**src/rtl/memory_game_sm.sv**
```systemverilog
// Memory game controller: flashes an LFSR-derived 4x4 target pattern, then lets the
// player move a cursor and pick cells until every target is found or a miss occurs.
module memory_game_sm #(
  parameter int FLASH_CYCLES = 100000000
) (
  input  logic       clk,
  input  logic       rst,
  input  logic       start,
  input  logic       btn_up,
  input  logic       btn_down,
  input  logic       btn_left,
  input  logic       btn_right,
  input  logic       btn_center,
  output logic [1:0] X,
  output logic [1:0] Y,
  output logic [3:0] A0,
  output logic [3:0] A1,
  output logic [3:0] A2,
  output logic [3:0] A3,
  output logic [3:0] B0,
  output logic [3:0] B1,
  output logic [3:0] B2,
  output logic [3:0] B3,
  output logic       Qi,
  output logic       Qfo,
  output logic       Qp,
  output logic       Qg,
  output logic       Ql
);

  localparam int CW = $clog2(FLASH_CYCLES + 1);
  localparam logic [CW-1:0] FLASH_LAST = CW'(FLASH_CYCLES - 1);

  // One-hot encoding so each status flag is a state register bit.
  typedef enum logic [4:0] {
    S_INIT  = 5'b00001,
    S_FLASH = 5'b00010,
    S_PLAY  = 5'b00100,
    S_WIN   = 5'b01000,
    S_LOSE  = 5'b10000
  } state_t;

  state_t        r_state, w_state_nxt;
  logic [15:0]   r_lfsr, w_lfsr_nxt;
  logic [15:0]   r_a, w_a_nxt;
  logic [15:0]   r_b, w_b_nxt;
  logic [1:0]    r_x, w_x_nxt;
  logic [1:0]    r_y, w_y_nxt;
  logic [4:0]    r_hit, w_hit_nxt;
  logic [4:0]    r_tgt, w_tgt_nxt;
  logic [CW-1:0] r_cnt, w_cnt_nxt;
  logic [15:0]   w_pattern;
  logic [3:0]    w_idx;

  function automatic logic [4:0] popcount16(input logic [15:0] v);
    logic [4:0] s;
    s = '0;
    for (int i = 0; i < 16; i++) s = s + {4'b0, v[i]};
    return s;
  endfunction

  // An all-zero pattern would be unwinnable, so it is forced to a single target.
  assign w_pattern = (r_lfsr == 16'h0000) ? 16'h0001 : r_lfsr;
  assign w_idx     = {r_x, r_y};

  always_comb begin
    w_state_nxt = r_state;
    w_lfsr_nxt  = {r_lfsr[14:0], r_lfsr[15] ^ r_lfsr[13] ^ r_lfsr[12] ^ r_lfsr[10]};
    w_a_nxt     = r_a;
    w_b_nxt     = r_b;
    w_x_nxt     = r_x;
    w_y_nxt     = r_y;
    w_hit_nxt   = r_hit;
    w_tgt_nxt   = r_tgt;
    w_cnt_nxt   = r_cnt;
    case (r_state)
      S_INIT: begin
        if (start) begin
          w_state_nxt = S_FLASH;
          w_a_nxt     = w_pattern;
          w_tgt_nxt   = popcount16(w_pattern);
          w_b_nxt     = '0;
          w_hit_nxt   = '0;
          w_x_nxt     = '0;
          w_y_nxt     = '0;
          w_cnt_nxt   = '0;
        end
      end
      S_FLASH: begin
        w_cnt_nxt = r_cnt + 1'b1;
        if (r_cnt == FLASH_LAST) w_state_nxt = S_PLAY;
      end
      S_PLAY: begin
        if (btn_center) begin
          if (!r_b[w_idx]) begin
            w_b_nxt[w_idx] = 1'b1;
            if (!r_a[w_idx]) begin
              w_state_nxt = S_LOSE;
            end else begin
              w_hit_nxt = r_hit + 5'd1;
              if (r_hit + 5'd1 == r_tgt) w_state_nxt = S_WIN;
            end
          end
        end else if (btn_up) begin
          w_x_nxt = r_x - 2'd1;
        end else if (btn_down) begin
          w_x_nxt = r_x + 2'd1;
        end else if (btn_left) begin
          w_y_nxt = r_y - 2'd1;
        end else if (btn_right) begin
          w_y_nxt = r_y + 2'd1;
        end
      end
      S_WIN, S_LOSE: begin
        if (start) w_state_nxt = S_INIT;
      end
      default: w_state_nxt = S_INIT;
    endcase
  end

  always_ff @(posedge clk) begin
    if (rst) begin
      r_state <= S_INIT;
      r_lfsr  <= 16'hACE1;
      r_a     <= '0;
      r_b     <= '0;
      r_x     <= '0;
      r_y     <= '0;
      r_hit   <= '0;
      r_tgt   <= '0;
      r_cnt   <= '0;
    end else begin
      r_state <= w_state_nxt;
      r_lfsr  <= w_lfsr_nxt;
      r_a     <= w_a_nxt;
      r_b     <= w_b_nxt;
      r_x     <= w_x_nxt;
      r_y     <= w_y_nxt;
      r_hit   <= w_hit_nxt;
      r_tgt   <= w_tgt_nxt;
      r_cnt   <= w_cnt_nxt;
    end
  end

  assign X   = r_x;
  assign Y   = r_y;
  assign A0  = r_a[3:0];
  assign A1  = r_a[7:4];
  assign A2  = r_a[11:8];
  assign A3  = r_a[15:12];
  assign B0  = r_b[3:0];
  assign B1  = r_b[7:4];
  assign B2  = r_b[11:8];
  assign B3  = r_b[15:12];
  assign Qi  = r_state[0];
  assign Qfo = r_state[1];
  assign Qp  = r_state[2];
  assign Qg  = r_state[3];
  assign Ql  = r_state[4];

endmodule

```
**config.mk**
```make
export PLATFORM = sky130hd
export DESIGN_NAME = memory_game_sm
export DESIGN_NICKNAME = d
export VERILOG_FILES = /design/src/rtl/memory_game_sm.sv
export SDC_FILE = /design/constraint.sdc
export NUM_CORES = 1
export LEC_CHECK = 0
export CAP_MARGIN = 30
export CORE_AREA = 2 2 93 95
export DETAILED_ROUTE_END_ITERATION = 12
export DIE_AREA = 0 0 95 97
export PLACE_DENSITY = 0.91
export SLEW_MARGIN = 30
export SYNTH_ARGS = -nofsm -noshare
export SYNTH_HDL_FRONTEND = slang
export SYNTH_SLANG_ARGS = --single-unit
```
**constraint.sdc**
```tcl
create_clock -name clk -period 7.6 [get_ports clk]
set_input_delay 1.52 -clock clk [delete_from_list [all_inputs] [get_ports clk]]
set_output_delay 1.52 -clock clk [all_outputs]
set_load 0.02 [all_outputs]
```
==> reports/summary.txt, run 1 <==
Status = complete, no violations
Power per standard cell area = 209 nW/um^2
Fin. max-slew vios = 0
Unrepaired setup endpoints after global routing = no
Crit share post-route = 50.4%
Post-Layout Cell Count = 678
Post-Syn Area per Cell = 8.77 um^2
CTS hold repair buffers = 0
Post-synth ARST share = 0%
Placed cell area = 5270 um^2
Via density = 6.24
Syn Std Cell Area = 4790 um^2
Synth warnings = 0
Post-CTS Setup Inserts = 0
Critical path arrival = 4110 ps
DRT antenna net count = 0
Max-slew headroom = 43.0%
Ports = 49
Worst slew pin tran = 854 ps
Share of Yosys cell area claimed by the top area cell type = 39.3%
Num CTS Buffers = 9
Hold crit path type = reg2reg
Cell taking the most area after synthesis = dfxtp_1
# port buffers = 48
Worst EP required = 7880 ps
Count of state elements after synthesis = 94
Minimum clock period = 3830 ps
Max Freq = 261 MHz
CP Class = reg2reg
Nets = 596
CTS Root Cell = clkbuf_8
Placed cell count = 665
Vias = 4228
Die Area = 9220 um^2
DRT iter0 DRCs = 280
Most common cell after layout, fill and taps aside = dfxtp_1
Vias in the first global route = 4092
Area grow syn2layout = 13.5%
Hold Fails Final Rpt = 0
Most frequent cells in the layout = dfxtp_1 (94), nand2_1 (62), clkdlybuf4s50_1 (47), a21oi_1 (39), nor2_1 (36)
Final setup violation count = 0
Hpwl dp = 8180 um
CP Launch Type = flip-flop
Leakage = 1.95 nW
CTS tree = built
Tot GR Track Use = 26.2%
Sequential area share after synthesis = 39.3%
Global-route wire length before repair = 19500 um
H-tree depth = 3
FP Rows = 33
Final instance area = 5440 um^2
Clock sink count = 94
Final GP Congestion = 0.880
Initial antenna violation count = 0
Largest net degree at the start of global routing = 81
Total routed wirelength = 11600 um
Crit Path Max Fanout = 4
Peak supply drop = 0.106 mV
Initial Util = 58.9%
Yosys cell types = 60
Max_cap viols = 0
Total chip power = 1.14 mW
Final Skew = 9.54 ps
Top cells by area, synth = dfxtp_1 (39%), nand2_1 (4.9%), a21oi_1 (4.1%)
Reg-to-reg slack, setup = 3770 ps
Die H = 97 um
Clk Latency, worst-skew pair = 350 ps
TNS Setup = 0 ps
Crit end category = flip-flop
GRT overflow = 0
Die Width = 95 um
Syn Nets = 571
Fin Hold WS = 470 ps
EDFF count, synth = 0
Main flop type after synthesis = dfxtp_1
N_diodes = 0
Clock transition at path regs = 80 ps
Pre-antenna DRT Iters = 5
Fraction of layout cells with a size suffix above 1 = 8.90%
Routed wire length per instance = 17.1 um
Cells after Synth = 546
Quantity of gates resized following cts = 0
Remaining DRCs = 0
Clock buffer depth = 2
Core footprint = 8130 um^2
## critical path: stages, from the launching register on
cell and delay (ps):
dfxtp_1 380, nor4_1 310, nand4_1 160, nand2_1 100, ha_1 230, inv_1 80, fa_1 440, fa_1 440
fa_1 530, inv_1 80, ha_1 300, a21o_1 190, a21oi_1 180, xnor2_1 130, nand2_1 60, a21oi_1 140
## layer usage
| metal | GRT usage [%] | share of wire, % | vias to the layer above | wire, um |
|---|---|---|---|---|
| met3 | 4.28 | 6.5 | 37 | 752 |
| met2 | 43.0 | 48 | 173 | 5610 |
| met5 | 0 | 0 | - | 0 |
| li1 | - | - | 1985 | - |
| met4 | 10.9 | 3.2 | 0 | 377 |
| met1 | 34.0 | 42 | 2033 | 4860 |
## worst paths after layout
path,start,end,depth (start not counted)
max reg2reg,r_lfsr[9],r_tgt[3],15
min reg2reg,r_tgt[1],r_tgt[1],2
max,r_lfsr[9],r_tgt[3],15
min,r_tgt[1],r_tgt[1],2
## registers in the layout, summed over array words and instances, names as in the netlist
signal / flops
Y: 2
X: 2
r_b: 16
r_state: 5
r_cnt: 27
r_lfsr: 16
r_a: 16
r_tgt: 5
r_hit: 5
## synth_stat cells (9+ instances only)
library cell and instances:
a21oi_1 39, a22o_1 9, clkbuf_1 34, dfxtp_1 94, fa_1 9, inv_1 29, mux2i_1 16, nand2_1 62
nand3_1 16, nand4_1 11, nor2_1 37, nor2b_1 13, nor3_1 10, nor4_1 9, o21ai_0 15, or2_2 11
xnor2_1 10
## where the power goes
part / switching [mW] / internal (mW) / total [mW]
Sequential: 0.0269 / 0.519 / 0.546
Combinational: 0.177 / 0.129 / 0.306
Clock: 0.156 / 0.130 / 0.287
Total: 0.360 / 0.778 / 1.14
## kinds of logic after synthesis
| group | share of synthesized area [%] |
|---|---|
| flip-flops | 39.3 |
| AO/OA/AOI/OAI | 15.2 |
| AND/OR/NAND/NOR | 23.7 |
| adder cells (fa/ha/maj) | 5.85 |
| multiplexers | 7.11 |
| XOR/XNOR | 3.29 |
| buffers and inverters | 5.51 |
## stage by stage
step	setup slack [ps]	utilization, %
final	3770	66.8
after global routing	3520	66.8
after CTS	3830	66.8
after detailed placement	3710	64.8
after global placement	3880	64.8
after floorplan	4080	-
## area by class of cell
class	instances	area (um^2)
clock inverter	2	10.0
clock buffer	11	151
tap	105	131
timing repair buffer	52	505
inverter	29	109
fill	623	2700
multi-input combinational	385	2650
sequential	94	1880
Power figures use the tool's default switching activity.
==> run 2, diff against run 1 <==
--- a/config.mk
+++ b/config.mk
@@ -6,10 +6,10 @@
 export NUM_CORES = 1
 export LEC_CHECK = 0
 export CAP_MARGIN = 30
-export CORE_AREA = 2 2 93 95
+export CORE_AREA = 2 2 95 97
 export DETAILED_ROUTE_END_ITERATION = 12
-export DIE_AREA = 0 0 95 97
-export PLACE_DENSITY = 0.91
+export DIE_AREA = 0 0 97 99
+export PLACE_DENSITY = 0.88
 export SLEW_MARGIN = 30
 export SYNTH_ARGS = -nofsm -noshare
 export SYNTH_HDL_FRONTEND = slang
==> constraint.sdc (replaced) <==
create_clock -name clk -period 3.9 [get_ports clk]
set_input_delay 0.78 -clock clk [delete_from_list [all_inputs] [get_ports clk]]
set_output_delay 0.78 -clock clk [all_outputs]
set_load 0.02 [all_outputs]
==> run 2 against run 1 <==
Net effect: count of clock-buffer cells in the layout fell by 2; final cell count rose by 0.74%; critical path depth shrank 1; flip-flop and latch count did not move; combinational power grew 89%; core utilization shrank 2.4 points; sequential share of layout area fell by 0.35 points; wire length down 0.34%; largest cell class unchanged.
==> reports/summary.txt, run 2 (synthesis results as in run 1) <==
Status = complete, no violations
Core footprint = 8550 um^2 (+5.1%)
Sw frac = 32.5% (+0.82 points)
Hold Fails Final Rpt = 0 (unchanged)
Final setup violation count = 0 (unchanged)
Reg with most FFs = r_cnt
Clk pwr share = 28.6% (+3.4 points)
Routed wire length per instance = 16.9 um (-1.1%)
Fin util = 64.4% (-2.4 points)
Final GP Congestion = 0.866 (-1.6%)
Combined area of the multi-input logic cells = 2680 um^2 (+1.1%)
Number of flip-flops in the largest register = 27 (unchanged)
Max_cap viols = 0 (unchanged)
Minimum clock period = 3740 ps (-87.1 ps)
Most frequent cells in the layout = dfxtp_1 (89), nand2_1 (62), clkdlybuf4s50_1 (47), a21oi_1 (39), nor2_1 (35)
Fraction of layout cells with a size suffix above 1 = 11.1% (+2.2 points)
Seq pwr share = 46.3% (-1.6 points)
CTS tree = built
Num CTS Buffers = 9 (unchanged)
Int Pwr = 1.56 mW (+100%)
Vias = 4185 (-1.0%)
Die H = 99 um (+2.1%)
Worst slew pin tran = 891 ps (+36.6 ps)
Crit Path Max Fanout = 5 (+1)
N_diodes = 0 (unchanged)
Ports = 49 (unchanged)
Worst EP required = 4120 ps (-3760 ps)
Via density = 6.13 (-1.7%)
Max-slew headroom = 40.6% (-2.4 points)
Met1 WL = 4930 um (+1.4%)
Post-Layout Cell Count = 683 (+0.74%)
Die Area = 9600 um^2 (+4.2%)
WL met2 = 5730 um (+2.2%)
Comb pwr share = 25.1% (-1.7 points)
Final Skew = 11.9 ps (+2.37 ps)
Peak supply drop = 0.311 mV (+190%)
Clock sink count = 94 (unchanged)
Uppermost routed layer = met4
Clock buffer depth = 2 (unchanged)
Clock transition at path regs = 100 ps (+20 ps)
CP Launch Type = flip-flop
DRT iter0 DRCs = 288 (+2.9%)
Pre-antenna DRT Iters = 5 (unchanged)
Critical path arrival = 3970 ps (-140 ps)
Crit end category = flip-flop
GRT overflow = 0 (unchanged)
Clk Latency, worst-skew pair = 370 ps (+20 ps)
Hold crit path type = reg2reg
Fin. max-slew vios = 0 (unchanged)
Nets = 596 (unchanged)
Remaining DRCs = 0 (unchanged)
Total routed wirelength = 11600 um (-0.34%)
Sequential cell area = 1890 um^2 (+0.33%)
H-tree depth = 3 (unchanged)
Initial Util = 56.0% (-2.9 points)
Largest net degree at the start of global routing = 80 (-1.2%)
Initial antenna violation count = 0 (unchanged)
Area grow syn2layout = 15.0%
Max Freq = 267 MHz (+2.3%)
# port buffers = 48 (unchanged)
Reg-to-reg slack, setup = 160 ps (-3610 ps)
FP Rows = 34 (+3.0%)
Most common cell after layout, fill and taps aside = dfxtp_1
DRT antenna net count = 0 (unchanged)
Fillers = 684 (+9.8%)
Crit share post-route = 96.0% (+46 points)
Tot GR Track Use = 24.1% (-2.2 points)
Die Width = 97 um (+2.1%)
Placed cell count = 667 (+0.30%)
Leakage = 1.96 nW (+0.24%)
Hpwl dp = 7980 um (-2.4%)
CP Class = reg2reg
TNS Setup = 0 ps (unchanged)
Total chip power = 2.31 mW (+100%)
Global-route wire length before repair = 19100 um (-1.9%)
Power per standard cell area = 419 nW/um^2 (+100%)
Vias in the first global route = 3967 (-3.1%)
Met3 WL = 664 um (-12%)
Sw power = 0.749 mW (+110%)
CTS Root Cell = clkbuf_8
## run 2: cell count changes in the layout (fill, tap and decap cells not counted), moves of 2 or more
cell / change
dfxtp_2: +5
nor4_2: +4
dfxtp_1: -5
nor4_1: -4
inv_6: +2
clkbuf_8: -2
clkinv_2: -2
clkinvlp_4: +2
## run 2: power groups by stage
stage	Clock [mW]	Combinational (mW)	Sequential, mW
after global routing	0.706	0.662	1.07
after CTS	0.658	0.580	1.06
after global placement	0	0.546	1.08
after floorplan	0	0.397	1.10
after detailed placement	0	0.576	1.09
final	0.660	0.578	1.07
## run 2: final timing paths
path                            startpoint  cells past startpoint       end
worst max-delay path             r_lfsr[1]                     14  r_tgt[4]
worst min-delay path              r_tgt[0]                      2  r_tgt[0]
worst max register to register   r_lfsr[1]                     14  r_tgt[4]
worst min register to register    r_tgt[0]                      2  r_tgt[0]
## run 2: metal layers
metal / global-route usage, % / vias to the layer above
met3: 3.76 / 19
li1: - / 1989
met5: 0 / -
met1: 30.3 / 2037
met2: 42.0 / 140
met4: 8.78 / 0
## run 2: through the flow
stage	area (um^2)	setup slack, ps	hold WS [ps]
2_1_floorplan	4790	385	441
3_3_place_gp	5270	226	455
3_5_place_dp	5270	68.5	468
4_1_cts	5470	63.2	480
5_1_grt	5510	-16.0	500
6_report	5510	157	483
## run 2: critical path, stage by stage (launching register included)
cell     delay [ps]
dfxtp_1         380
nor4_2          300
nand4_1         150
nand2_1         100
ha_1            230
inv_1            80
fa_1            440
fa_2            460
fa_1            480
inv_1            40
ha_1            200
fa_1            400
a21o_1          190
nand3_1          70
a21oi_1          60
## run 2: layout make-up
type                            instances  share of cell area, %
Multi-Input combinational cell        385                   48.6
Timing Repair Buffer                   52                   9.18
Sequential cell                        94                   34.3
Inverter                               29                   1.98
Tap cell                              108                   2.45
Clock buffer                            9                   2.25
Clock inverter                          6                   1.29
## run 2: timing repair
| action | CTS | global route |
|---|---|---|
| gates resized for setup | 0 | 10 |
| setup endpoints to repair | 0 | 3 |
| hold buffers | 0 | 0 |
| buffers inserted | 0 | 1 |
==> run 3, diff against run 2 <==
--- a/config.mk
+++ b/config.mk
@@ -7,10 +7,11 @@
 export LEC_CHECK = 0
 export CAP_MARGIN = 30
 export CORE_AREA = 2 2 95 97
+export CTS_CLUSTER_SIZE = 12
 export DETAILED_ROUTE_END_ITERATION = 12
 export DIE_AREA = 0 0 97 99
 export PLACE_DENSITY = 0.88
-export SLEW_MARGIN = 30
+export SLEW_MARGIN = 20
 export SYNTH_ARGS = -nofsm -noshare
 export SYNTH_HDL_FRONTEND = slang
 export SYNTH_SLANG_ARGS = --single-unit
==> results of run 3 <==
Final layout, timing and power as in run 2 (identical DEF).
